--- src/rtl/mar_mdr_ctrl.sv ---
// MAR/MDR memory-access controller: latches an address (and store data) on
// ld_mar, holds a memory request until mem_ready or a timeout, and reports
// completion with single-cycle done/err pulses.
module mar_mdr_ctrl #(
    parameter int unsigned TIMEOUT = 16
) (
    input  logic        clk,
    input  logic        rst,
    input  logic        ld_mar,
    input  logic [15:0] mar_in,
    input  logic        rw,
    input  logic [15:0] wdata,
    output logic        mem_req,
    output logic        mem_we,
    output logic [15:0] mem_addr,
    output logic [15:0] mem_wdata,
    input  logic        mem_ready,
    input  logic [15:0] mem_rdata,
    output logic [15:0] mdr,
    output logic        busy,
    output logic        done,
    output logic        err
);

    typedef enum logic {
        IDLE   = 1'b0,
        ACCESS = 1'b1
    } state_t;

    // Counter value on the last ACCESS cycle allowed without mem_ready.
    localparam logic [7:0] LAST_CNT = 8'(TIMEOUT - 1);

    state_t      state_q, state_d;
    logic [15:0] mar_q, mar_d;
    logic [15:0] mdr_q, mdr_d;
    logic        rw_q, rw_d;
    logic [7:0]  cnt_q, cnt_d;
    logic        done_q, done_d;
    logic        err_q, err_d;

    // Next-state logic: access start, completion, timeout.
    always_comb begin
        state_d = state_q;
        mar_d   = mar_q;
        mdr_d   = mdr_q;
        rw_d    = rw_q;
        cnt_d   = cnt_q;
        done_d  = 1'b0;
        err_d   = 1'b0;
        case (state_q)
            IDLE: begin
                if (ld_mar) begin
                    mar_d   = mar_in;
                    rw_d    = rw;
                    if (rw) begin
                        mdr_d = wdata;
                    end
                    cnt_d   = '0;
                    state_d = ACCESS;
                end
            end
            ACCESS: begin
                if (mem_ready) begin
                    if (!rw_q) begin
                        mdr_d = mem_rdata;
                    end
                    done_d  = 1'b1;
                    state_d = IDLE;
                end else if (cnt_q == LAST_CNT) begin
                    if (!rw_q) begin
                        mdr_d = '1;
                    end
                    err_d   = 1'b1;
                    state_d = IDLE;
                end else if (cnt_q != 8'hFF) begin
                    cnt_d = cnt_q + 8'd1;
                end
            end
            default: state_d = IDLE;
        endcase
    end

    // State and datapath registers with synchronous reset.
    always_ff @(posedge clk) begin
        if (rst) begin
            state_q <= IDLE;
            mar_q   <= '0;
            mdr_q   <= '0;
            rw_q    <= 1'b0;
            cnt_q   <= '0;
            done_q  <= 1'b0;
            err_q   <= 1'b0;
        end else begin
            state_q <= state_d;
            mar_q   <= mar_d;
            mdr_q   <= mdr_d;
            rw_q    <= rw_d;
            cnt_q   <= cnt_d;
            done_q  <= done_d;
            err_q   <= err_d;
        end
    end

    assign mem_req   = (state_q == ACCESS);
    assign mem_we    = (state_q == ACCESS) && rw_q;
    assign mem_addr  = mar_q;
    assign mem_wdata = mdr_q;
    assign mdr       = mdr_q;
    assign busy      = (state_q != IDLE);
    assign done      = done_q;
    assign err       = err_q;

endmodule

--- config.mk ---
export PLATFORM = sky130hd
export DESIGN_NAME = mar_mdr_ctrl
export DESIGN_NICKNAME = d
export VERILOG_FILES = /design/src/rtl/mar_mdr_ctrl.sv
export SDC_FILE = /design/constraint.sdc
export NUM_CORES = 1
export LEC_CHECK = 0
export BUFFER_PORTS_ARGS = -buffer_cell sky130_fd_sc_hd__buf_4
export CORE_MARGIN = 5
export CORE_UTILIZATION = 26
export DETAILED_ROUTE_END_ITERATION = 10
export HOLD_SLACK_MARGIN = 0.12
export PLACE_DENSITY = 0.59
export SYNTH_ARGS = -nofsm -noshare
export SYNTH_HDL_FRONTEND = slang
export SYNTH_SLANG_ARGS = --single-unit
--- constraint.sdc ---
create_clock -name clk -period 5 [get_ports clk]
set_input_delay 1 -clock clk [delete_from_list [all_inputs] [get_ports clk]]
set_output_delay 1 -clock clk [all_outputs]
set_load 0.005 [all_outputs]
## Yosys cells after proc, flatten, opt, wreduce, memory -nomap -nowiden

Cells that the tools add are included.
W data, S select, Z words.

- Bits in registers: 44
- Input bits: 53
- Output and inout port bits: 53
- Logic and storage cells: 42

- Add/subtract/negate cells: 1
- Eq/ne operators: 9
- Muxes and demuxes: 18
- Bitwise logic cells: 1
- Reductions and logical operators: 6

Operator list:

| cell | number |
|---|---|
| $mux W16 | 6 |
| $mux W8 | 4 |
| $pmux W16 S2 | 1 |
| $pmux W8 S2 | 1 |
| $ne A2 B2 Y1 const B | 5 |
| $add A8 B1 Y8 const B | 1 |
| $eq A8 B4 Y1 const B | 1 |
| $ne A8 B8 Y1 const B | 1 |
| $reduce_and A4 Y1 | 2 |
| $mux W1 | 5 |
| $ne A3 B2 Y1 const B | 1 |
| $reduce_or A3 Y1 | 1 |
| $ne A2 B1 Y1 const B | 1 |
| $pmux W1 S2 | 1 |
| $reduce_and A2 Y1 | 1 |
| $reduce_or A2 Y1 | 1 |
| $logic_and A1 B1 Y1 | 1 |
| $not A1 Y1 | 1 |

## Depth between registers and ports, before layout

Gate-level depths: netlist (run 1).

- Word-level depth: 5
- Gate-level depth with buffers: 7
- Mapped depth without buffers: 5

## Worst setup path before layout (run 1)

Ideal clock, no wire load.

- Path type: input -> register
- Start: input port mem_ready
- End: register mdr_q[12], in the netlist mdr[12]
- Setup time: 0.070 ns
- Arrival: 2.049 ns
- Required time: 4.930 ns
- Slack: 2.881 ns
- Cell stages on the path: 6
- Buffers on the path: 2
- Cell sequence: nand2b_1 -> clkbuf_1 -> a21oi_2 -> buf_6 -> or3_1 -> a21oi_1

- Longest elaborated chain between the ends: 2
- Elaborated cells between the ends (all ways): 4
- Those cells by class: eq/ne: 1; mux: 2; reduce/logical: 1

Ends and longest elaborated chain:

| what | RTL line | RTL |
|---|---|---|
| start, declared | 17 | `input logic mem_ready,` |
| $ne A3 B2 Y1 (no line) or $mux W16 (tied branches) | -- |  |
| $reduce_and A4 Y1 (no line) or $pmux W16 S2 (tied branches) | -- |  |
| end signal, assigned | 96 | `mdr_q <= mdr_d;` |
| end, declared | 35 | `logic [15:0] mdr_q, mdr_d;` |

Parallel ways exist; a longest one is shown, timed or not.
A chain may end at the register's enable or synchronous reset.

## Worst setup path after layout (run 1)

- Start: register state_q, in the netlist busy
- End: register mdr_q[15], in the netlist mdr[15]

- Longest elaborated chain between the ends: 3
- Elaborated cells between the ends (all ways): 7
- Those cells by class: eq/ne: 4; mux: 1; bitwise: 1; reduce/logical: 1

Ends and longest elaborated chain:

| what | RTL line | RTL |
|---|---|---|
| start, declared | 33 | `state_t state_q, state_d;` |
| start signal, assigned | 94 | `state_q <= state_d;` |
| $not A1 Y1 (no line) | -- |  |
| $ne A2 B2 Y1 (no line) | -- |  |
| $reduce_and A4 Y1 (no line) | -- |  |

Parallel ways exist; a longest one is shown, timed or not.

==> reports/metrics.cfg, run 1 <==
[flow_run]
timing.max_cap.violations=0

[placed_design]
dp_hpwl_um=4205
port_buffers=105
detailed_place.area_um2=2751
place.gp.congestion=0.8006
pre_cts_slack_ps=2204

[yosys]
synth_most_common_cell=dfxtp_1
synth_compound_area_share_pct=24.46
syn-num-nets=307
synthesis.area_um2=2041
synth_mux_area_share_pct=0.5518
synthesis_warning_total=0
synth.yosys.seq_area_share_pct=43.16
synth_seq_cells=44
synth-xor-area-share_pct=0
post_synth_main_area_contributors=dfxtp_1 43%, a21oi_1 9.3%, nand2_1 7.0%
syn_inst_count=253
synth_top_family_by_area=compound AO/OA/AOI/OAI gates
synth.top_cell.area_share_pct=43.16
yosys.area_share.adder_pct=0.6131
leading_post_synthesis_cells_by_instance_count=44 x dfxtp_1, 38 x a21oi_1, 38 x nand2_1
asyncSetResetFlopFracSynth_pct=0
post_synth_num_cell_types=34
yosys.area.top_type=dfxtp_1
synth_edf_count=0
synth_area_per_cell_um2=8.066
most_used_dff_post_synth=dfxtp_1
synth_simple_gate_area_share_pct=20.23

[critical_path]
cp_data_required_time_ps=5220
r2r_setup_slack_ps=2380
end_kind=flop
path_cells=buf_4, nand2b_1, a21oi_2, o21ai_0, a21oi_1
max_stage_delay_ps=880
criticalPathCategory=flop to flop
critPathLaunchType=flop
timing.critical_path.arrival_ps=2840
slowest_cell_on_the_critical_path=a21oi_2
critical_path_peak_fanout=33

[clocking]
cts-htree-levels=2
clkLatencyLatePin_ps=290
clock-root-buffer=clkbuf_8
clockBufferDepth=2
postCtsResizedCells=0
cts.reportedPaths.clkPinSlew_ps=80
cts.sinks=44
cts-buffers-inserted=5
tritoncts=yes
cts.repair_timing.setup_buffer_count=0
hold_buffers=0

[grt]
grt.met3_usage_pct=5.025
global_routing_usage_on_met2_pct=19.40
global_route.peak_usage_layer=met2
grt-ovfl-total=0
grt_use_total_pct=11.74
grt_pass1_wl_um=9535
number_of_global_route_vias_before_repair=2009
largest_net_degree_at_the_start_of_global_routing=45
antenna_found_initial=0
global_route_track_usage_on_met1_pct=14.14

[finish]
num-fill-cells=795
design.final.nets=383
num_antenna_cells=0
layout.core_utilization_pct=37.19
fraction_of_layout_cells_with_a_size_suffix_above_1_pct=35.76
final_design_area_no_fill_um2=2859
synthToLayoutAreaGrowth_pct=40.10

[pwr]
p_int_w=0.0006070
total_power_w=0.0008106
pd_cells_nw_per_um2=283.5
p_sw_share_pct=25.11
power.share.clock_pct=33.0
netSwitchingPower_w=0.0002036
ir_worst_vdd_mv=0.1521
power_leakage_nw=1.194
reg_power_share_pct=47.8
power_frac_comb_pct=19.2

[sta]
setup_repair_after_global_routing_missed_its_margin=no
setup_ws_ps=2381
min_period_over_period_pct=52.37
finalSetupViolCount=0
maxClockFrequency_mhz=381.9
worst_pin_slew_ps=1133
slew_headroom_pct=24.48
min_period_ps=2619
timing_hold_violations_final=0
clock-skew-final_ps=6.097
drv_slew=0
totalNegativeSetupSlack_ps=0

[routing]
drt_first_pass_iters=4
detail_route.vias_per_cell=4.722
antenna_violation_net_count_after_detailed_routing=0
drt-wirelength-per-cell_um=13.86
route.final.wire_length_um=5989
detailroute.via_count=2040
drc=0
detailedRoute.firstIterationViolations=105

[hold_path]
hp-class=flop to flop

[die]
die_area_um2=9721
die_height_um=98.60
floorplan.die.width_um=98.60
fp.coreArea_um2=7687
num_rows=32
floorplan.initialDensity_pct=26.55
floorplan.io_pins=106

[status]
outcome=finished clean

-- final cells by class --
type | instances | area, um2 | share of cell area [%]
Multi-Input combinational cell | 171 | 939.7 | 32.87
Sequential cell | 44 | 880.8 | 30.81
Timing Repair Buffer | 107 | 803.3 | 28.10
Tap cell | 102 | 127.6 | 4.464
Clock buffer | 6 | 72.57 | 2.538
Clock inverter | 2 | 35.03 | 1.225
-- placed cells by master (no fill, tap or decap), types with 2 or more instances in the layout --
| cell type | n |
|---|---|
| o22ai_1 | 15 |
| nor3_1 | 2 |
| nor2b_1 | 3 |
| nor2_1 | 6 |
| o211ai_1 | 3 |
| o21ai_1 | 6 |
| a21oi_1 | 37 |
| nand2_1 | 38 |
| clkbuf_8 | 5 |
| a31oi_1 | 4 |
| or3_1 | 17 |
| nand4_1 | 2 |
| a311oi_1 | 4 |
| o21ai_0 | 14 |
| dfxtp_1 | 44 |
| buf_4 | 107 |
| nand2b_1 | 4 |
| nand3_1 | 2 |
| a21oi_2 | 2 |
-- registers in the layout, indices dropped and copies added, names as in the netlist --
signal and cells:
rw_q 1, mdr 16, busy 1, err 1
mem_addr 16, cnt_q 8, done 1
-- worst max-delay path, delay by kind of cell, from the launching register on --
kind / cells / cell delay (ps)
and+or+nand+nor: 1 / 230
buffers and inverters: 1 / 330
AOI/OAI and AO/OA: 3 / 1280
DFF: 1 / 710
-- metal layers --
layer	part of all wire, %	routed length, um
met5	0	0
met4	0.35	21
met3	9.8	587
met2	46	2775
met1	43	2604
-- per-stage QoR --
stage          instances  hold slack (ps)
3_3_place_gp         424            443.3
3_5_place_dp         424            448.1
2_1_floorplan        253            445.1
4_1_cts              432            460.8
5_1_grt              432            485.1
6_report             432            456.7
-- power groups by stage --
| stage | logic (W) | registers (W) | clock network, W |
|---|---|---|---|
| 2_1_floorplan | 0.0000816 | 0.000393 | 0 |
| 3_3_place_gp | 0.000156 | 0.000396 | 0 |
| 3_5_place_dp | 0.000158 | 0.000397 | 0 |
| 4_1_cts | 0.000158 | 0.000388 | 0.000282 |
| 5_1_grt | 0.000173 | 0.000391 | 0.000290 |
| 6_report | 0.000156 | 0.000388 | 0.000267 |
-- path summary, 6_finish.rpt --
path	from	endpoint	depth (start not counted)
worst min register to register	mem_addr[4]$_SDFFE_PP0P_	mem_addr[4]$_SDFFE_PP0P_	2
worst min-delay path	mem_addr[4]$_SDFFE_PP0P_	mem_addr[4]$_SDFFE_PP0P_	2
worst max-delay path	busy$_SDFF_PP0_	mdr[15]$_SDFFE_PP0P_	5
worst max register to register	busy$_SDFF_PP0_	mdr[15]$_SDFFE_PP0P_	5
-- kinds of logic after synthesis --
kind of cell	after synthesis
mux	1
compound gates	88
flops	44
fa+ha+maj	1
simple gates	81
buf+inv	38
No activity file was read; power rests on OpenSTA's default activity.
==> run 2: changes to the inputs <==
Settings changed: ABC_AREA from default to 1, PLACE_DENSITY 0.59 to 0.61.
Clock period 5 ns to 2.3 ns, I/O delays scaled along.
==> reports/metrics.cfg, run 2 <==
[sta]
clock-skew-final_ps=5.158  ; was 6.097 ps
drv_slew=0  ; unchanged
maxClockFrequency_mhz=596.9  ; was 381.9 MHz
worst_pin_slew_ps=602.2  ; was 1133 ps
min_period_over_period_pct=72.84  ; was 52.37%
totalNegativeSetupSlack_ps=0  ; unchanged
timing_hold_violations_final=0  ; unchanged
slew_headroom_pct=59.75  ; was 24.48%
min_period_ps=1675  ; was 2619 ps
setup_repair_after_global_routing_missed_its_margin=no  ; unchanged
finalSetupViolCount=0  ; unchanged
setup_ws_ps=624.6  ; was 2381 ps

[yosys]
synthesis_warning_total=0  ; unchanged
synth.yosys.seq_area_share_pct=42.87  ; was 43.16%
post_synth_num_cell_types=26  ; was 34
post_synth_main_area_contributors=dfxtp_1 43%, nor2_1 14%, o21ai_0 7.6%  ; was dfxtp_1 43%, a21oi_1 9.3%, nand2_1 7.0%
asyncSetResetFlopFracSynth_pct=0  ; unchanged
synth_area_per_cell_um2=7.260  ; was 8.066 um2
synth_edf_count=0  ; unchanged
leading_post_synthesis_cells_by_instance_count=76 x nor2_1, 44 x dfxtp_1, 38 x nand2_1  ; was 44 x dfxtp_1, 38 x a21oi_1, 38 x nand2_1
synth.top_cell.area_share_pct=42.87  ; was 43.16%
yosys.area.top_type=dfxtp_1  ; unchanged
syn_inst_count=283  ; was 253
synth_most_common_cell=nor2_1  ; was dfxtp_1
synthesis.area_um2=2054  ; was 2041 um2
synth_seq_cells=44  ; unchanged
syn-num-nets=337  ; was 307
most_used_dff_post_synth=dfxtp_1  ; unchanged

[routing]
drt-wirelength-per-cell_um=12.28  ; was 13.86 um
antenna_violation_net_count_after_detailed_routing=0  ; unchanged
detailedRoute.firstIterationViolations=88  ; was 105
detailroute.via_count=2071  ; was 2040
drt_first_pass_iters=4  ; unchanged
route.final.wire_length_um=5809  ; was 5989 um
detail_route.vias_per_cell=4.378  ; was 4.722
drc=0  ; unchanged

[grt]
antenna_found_initial=0  ; unchanged
largest_net_degree_at_the_start_of_global_routing=22  ; was 45
grt_pass1_wl_um=9570  ; was 9535 um
number_of_global_route_vias_before_repair=2024  ; was 2009
grt_use_total_pct=11.80  ; was 11.74%
grt-ovfl-total=0  ; unchanged

[critical_path]
critPathLaunchType=flop  ; unchanged
timing.critical_path.arrival_ps=1870  ; was 2840 ps
timing.critical_path.mode_cell=nand2_1
slowest_cell_on_the_critical_path=nand2_1  ; was a21oi_2
max_stage_delay_ps=410  ; was 880 ps
timing.critical_path.buf_inv=1  ; unchanged
cp_data_required_time_ps=2490  ; was 5220 ps
path_cells=buf_4, nand2_1, o22ai_1, nand3_1, nand2_1, nor2_1  ; was buf_4, nand2b_1, a21oi_2, o21ai_0, a21oi_1
end_kind=flop  ; unchanged
worstSetupStartpoint=busy$_SDFF_PP0_  ; unchanged
dominant_delay_contributor_by_cell_family_on_the_critical_path=simple AND/OR/NAND/NOR gates  ; was compound AO/OA/AOI/OAI gates
r2r_setup_slack_ps=620  ; was 2380 ps
critical_path_peak_fanout=21  ; was 33
criticalPathCategory=flop to flop  ; unchanged
timing.rr.start=busy$_SDFF_PP0_  ; unchanged

[finish]
layout_common_cells=109 x buf_4, 76 x nor2_1, 44 x dfxtp_1  ; was 107 x buf_4, 44 x dfxtp_1, 38 x nand2_1
synthToLayoutAreaGrowth_pct=40.56  ; was 40.10%
layout.cells.most_common=buf_4  ; unchanged
fraction_of_layout_cells_with_a_size_suffix_above_1_pct=33.42  ; was 35.76%
design.final.nets=425  ; was 383
num_antenna_cells=0  ; unchanged
layout.core_utilization_pct=37.37  ; was 37.19%

[hold_path]
hp-class=input port to flop  ; was flop to flop
min-delay-start=mem_ready  ; was mem_addr[4]$_SDFFE_PP0P_

[clocking]
cts.reportedPaths.clkPinSlew_ps=80  ; about the same
hold_buffers=0  ; unchanged
tritoncts=yes  ; unchanged
clockBufferDepth=2  ; unchanged
cts.repair_timing.setup_buffer_count=0  ; unchanged
cts-htree-levels=2  ; unchanged
clkLatencyLatePin_ps=290  ; about the same
clock-root-buffer=clkbuf_8  ; unchanged
cts.sinks=44  ; unchanged
postCtsResizedCells=0  ; unchanged
cts-buffers-inserted=5  ; unchanged

[die]
die_area_um2=9779  ; was 9721 um2
floorplan.io_pins=106  ; unchanged
num_rows=32  ; unchanged
fp.coreArea_um2=7727  ; was 7687 um2
floorplan.die.width_um=98.89  ; was 98.60 um
die_height_um=98.89  ; was 98.60 um
floorplan.initialDensity_pct=26.59  ; was 26.55%

[placed_design]
pre_cts_slack_ps=586.0  ; was 2204 ps
dp_hpwl_um=4552  ; was 4205 um
port_buffers=105  ; unchanged
place.gp.congestion=0.7910  ; was 0.8006

[pwr]
power_leakage_nw=1.423  ; was 1.194 nW
ir_worst_vdd_mv=0.2078  ; was 0.1521 mV
pd_cells_nw_per_um2=596.6  ; was 283.5 nW/um2

[status]
outcome=finished clean  ; unchanged

[flow_run]
timing.max_cap.violations=0  ; unchanged

==> run 2: cell types whose count changed in the layout (fill, tap and decap cells not counted), moves of 11 or more <==
| cell | before | now |
|---|---|---|
| inv_1 | 0 | 18 |
| nand3_1 | 2 | 13 |
| o21ai_0 | 14 | 31 |
| or3_1 | 17 | 0 |
| a21oi_1 | 37 | 4 |
| nor2_1 | 6 | 76 |
==> run 2: cell type report <==
cell class | count | area [um2]
Fill cell | 826 | 4840
Multi-Input combinational cell | 190 | 900.9
Sequential cell | 44 | 880.8
Timing Repair Buffer | 109 | 818.3
Tap cell | 102 | 127.6
Inverter | 21 | 82.58
Clock buffer | 6 | 72.57
Clock inverter | 1 | 5.005
==> run 2: path summary, 6_finish.rpt <==
path / cells past startpoint / end
worst max-delay path: 6 / mdr[15]$_SDFFE_PP0P_
worst min-delay path: 2 / err$_SDFF_PP0_
worst max register to register: 6 / mdr[15]$_SDFFE_PP0P_
worst min register to register: 2 / mem_addr[7]$_SDFFE_PP0P_
==> run 2: per-stage QoR <==
step | cells | area, um2 | total power [W] | hold WS [ps]
after floorplan | 283 | 2054 | 0.001096 | 465.3
after global placement | 466 | 2810 | 0.001287 | 466.8
after detailed placement | 466 | 2810 | 0.001293 | 473.6
after CTS | 473 | 2888 | 0.001747 | 334.1
after global routing | 473 | 2888 | 0.001819 | 353.3
final | 473 | 2888 | 0.001723 | 341.8
==> run 2: kinds of logic (layout without fill, tap and decap cells) <==
kind of cell | after synthesis | count (layout) | share of synthesized area (%)
buffers and inverters | 49 | 137 | 13.28
DFF | 44 | 44 | 42.87
and+or+nand+nor | 136 | 136 | 27.28
AOI/OAI and AO/OA | 53 | 53 | 15.96
adders and majority gates | 1 | 1 | 0.6089
==> run 2: per-layer routing <==
metal	up-vias	wire length, um	GRT usage, %
li1	1073	-	-
met1	923	2607	13.84
met2	68	2645	19.83
met3	7	454	3.822
met4	0	102	4.727
met5	-	0	0
==> run 2: worst register-to-register path, cell delays in order (launching register included) <==
cell and delay [ps]:
dfxtp_1 360, buf_4 260, nand2_1 410, o22ai_1 320, nand3_1 110, nand2_1 70
nor2_1 50
==> run 2: where the power goes <==
group / internal, W / switching, W / leakage, nW
Clock: 0.000207 / 0.000249 / 0.0410
Combinational: 0.000226 / 0.000178 / 1.02
Sequential: 0.000821 / 0.0000417 / 0.363
Total: 0.00125 / 0.000469 / 1.42
==> run 3: changes to the inputs <==
Clock period 2.3 ns to 1.43 ns, I/O delays scaled along.
==> reports/metrics.cfg, run 3 (synthesis gave the netlist of run 2 again) <==
[status]
outcome=finished clean  ; unchanged

[clocking]
hold_buffers=0  ; unchanged
cts.reportedPaths.clkPinSlew_ps=80  ; about the same
cts-htree-levels=2  ; unchanged
clockBufferDepth=2  ; unchanged
cts.sinks=44  ; unchanged
cts-buffers-inserted=5  ; unchanged
tritoncts=yes  ; unchanged
clkLatencyLatePin_ps=290  ; about the same
clock-root-buffer=clkbuf_8  ; unchanged

[routing]
drt_first_pass_iters=4  ; unchanged
route.final.wire_length_um=6298  ; was 5809 um
antenna_violation_net_count_after_detailed_routing=0  ; unchanged
drt-wirelength-per-cell_um=12.80  ; was 12.28 um
detail_route.vias_per_cell=4.421  ; was 4.378
drc=0  ; unchanged
detailedRoute.firstIterationViolations=150  ; was 88
detailroute.via_count=2175  ; was 2071

[critical_path]
slowest_cell_on_the_critical_path=dfxtp_4  ; was nand2_1
critical_path_peak_fanout=7  ; was 21
cp_data_required_time_ps=1630  ; was 2490 ps
timing.critical_path.arrival_ps=1550  ; was 1870 ps
dominant_delay_contributor_by_cell_family_on_the_critical_path=compound AO/OA/AOI/OAI gates  ; was simple AND/OR/NAND/NOR gates
criticalPathCategory=flop to flop  ; unchanged
end_kind=flop  ; unchanged
timing.critical_path.buf_inv=0  ; was 1
max_stage_delay_ps=360  ; was 410 ps
critPathLaunchType=flop  ; unchanged
path_cells=nor2_1, nand2_1, o21bai_4, nand2_8, o21ai_1, nor2_1  ; was buf_4, nand2_1, o22ai_1, nand3_1, nand2_1, nor2_1
timing.critical_path.mode_cell=nor2_1  ; was nand2_1

[pwr]
ir_worst_vdd_mv=0.2931  ; was 0.2078 mV
pd_cells_nw_per_um2=961.4  ; was 596.6 nW/um2
power_leakage_nw=1.554  ; was 1.423 nW

[finish]
num_antenna_cells=0  ; unchanged
final_design_area_no_fill_um2=3201  ; was 2888 um2
num-fill-cells=768  ; was 826
design.final.nets=443  ; was 425
fraction_of_layout_cells_with_a_size_suffix_above_1_pct=41.54  ; was 33.42%
layout_common_cells=122 x buf_4, 72 x nor2_1, 38 x dfxtp_1  ; was 109 x buf_4, 76 x nor2_1, 44 x dfxtp_1
layout.cells.most_common=buf_4  ; unchanged
synthToLayoutAreaGrowth_pct=55.79  ; was 40.56%

[sta]
totalNegativeSetupSlack_ps=0  ; unchanged
clock-skew-final_ps=3.233  ; was 5.158 ps
maxClockFrequency_mhz=736.5  ; was 596.9 MHz
timing_hold_violations_final=0  ; unchanged
worst_pin_slew_ps=409.9  ; was 602.2 ps
min_period_ps=1358  ; was 1675 ps
drv_slew=0  ; unchanged
setup_repair_after_global_routing_missed_its_margin=yes  ; was no
min_period_over_period_pct=94.95  ; was 72.84%
slew_headroom_pct=72.57  ; was 59.75%
finalSetupViolCount=0  ; unchanged

[placed_design]
port_buffers=105  ; unchanged
dp_hpwl_um=4571  ; was 4552 um
place.gp.congestion=0.8629  ; was 0.7910
detailed_place.area_um2=2893  ; was 2810 um2

[grt]
grt_use_total_pct=12.47  ; was 11.80%
number_of_global_route_vias_before_repair=2126  ; was 2024
grt_pass1_wl_um=10060  ; was 9570 um
antenna_found_initial=0  ; unchanged
largest_net_degree_at_the_start_of_global_routing=20  ; was 22
grt-ovfl-total=0  ; unchanged

[flow_run]
timing.max_cap.violations=0  ; unchanged

[die]
die_height_um=98.89  ; unchanged
fp.coreArea_um2=7727  ; unchanged
floorplan.die.width_um=98.89  ; unchanged
floorplan.io_pins=106  ; unchanged
die_area_um2=9779  ; unchanged
floorplan.initialDensity_pct=26.59  ; unchanged
num_rows=32  ; unchanged

[hold_path]
hp-class=input port to flop  ; unchanged

## run 3: cell count changes in the layout (fill, tap and decap cells not counted), sizes merged
cell    delta
buf       +16
bufinv     +1
clkinv     +2
inv        -1
nand2      +1
## run 3: repair_timing
item | CTS | global route
gates cloned | 0 | 2
gates resized for setup | 5 | 45
pin swaps | 1 | 8
setup buffers | 0 | 6
setup endpoints to repair | 8 | 25
## run 3: area by class of cell
type | instances | area, um2 | area share [%]
clock buffer | 6 | 72.57 | 2.267
clock inverter | 2 | 35.03 | 1.095
inverter | 21 | 97.59 | 3.049
multi-input combinational | 191 | 997.2 | 31.16
sequential | 44 | 895.9 | 27.99
tap | 102 | 127.6 | 3.987
timing repair buffer | 125 | 958.4 | 29.95
timing repair inverter | 1 | 16.27 | 0.5082
## run 3: worst paths after layout
kind         slack (ps)                 startpoint                   endpoint  cells past startpoint
max                  70      cnt_q[5]$_SDFFE_PP0P_        mdr[0]$_SDFFE_PP0P_                      6
min                 180                  mem_ready             err$_SDFF_PP0_                      2
max reg2reg          70      cnt_q[5]$_SDFFE_PP0P_        mdr[0]$_SDFFE_PP0P_                      6
min reg2reg         490  mem_addr[14]$_SDFFE_PP0P_  mem_addr[14]$_SDFFE_PP0P_                      2
## run 3: worst reg2reg max path: cells and delay by family (launching register included)
family / cells / cell delay, ps
simple gates: 4 / 440
flops: 1 / 360
compound gates: 2 / 480
## run 3: through the flow
step                util (%)  hold WS (ps)  cells  worst slack [ps]  power [W]
global placement       37.44         465.1    477             83.06   0.002094
detailed placement     37.44         475.2    477             41.01   0.002101
floorplan                  -         355.1    283             17.24   0.001762
finish                 41.42         178.3    492             72.14   0.003077
CTS                    38.97         163.8    485             24.49   0.003056
global route           41.42         164.7    492            -9.072   0.003273
## run 3: routing by layer
layer  share of wire, %  track usage (%)
met1                 43            14.98
met2                 47            20.04
met4                2.3            5.357
met5                  0                0
met3                8.4            4.459
## run 3: report_power, final
group / leakage, nW / total, W / internal, W / switching, W
logic: 1.13 / 0.000754 / 0.000418 / 0.000336
registers: 0.366 / 0.00139 / 0.00132 / 0.0000740
clock network: 0.0552 / 0.000933 / 0.000519 / 0.000414
total: 1.55 / 0.00308 / 0.00225 / 0.000824
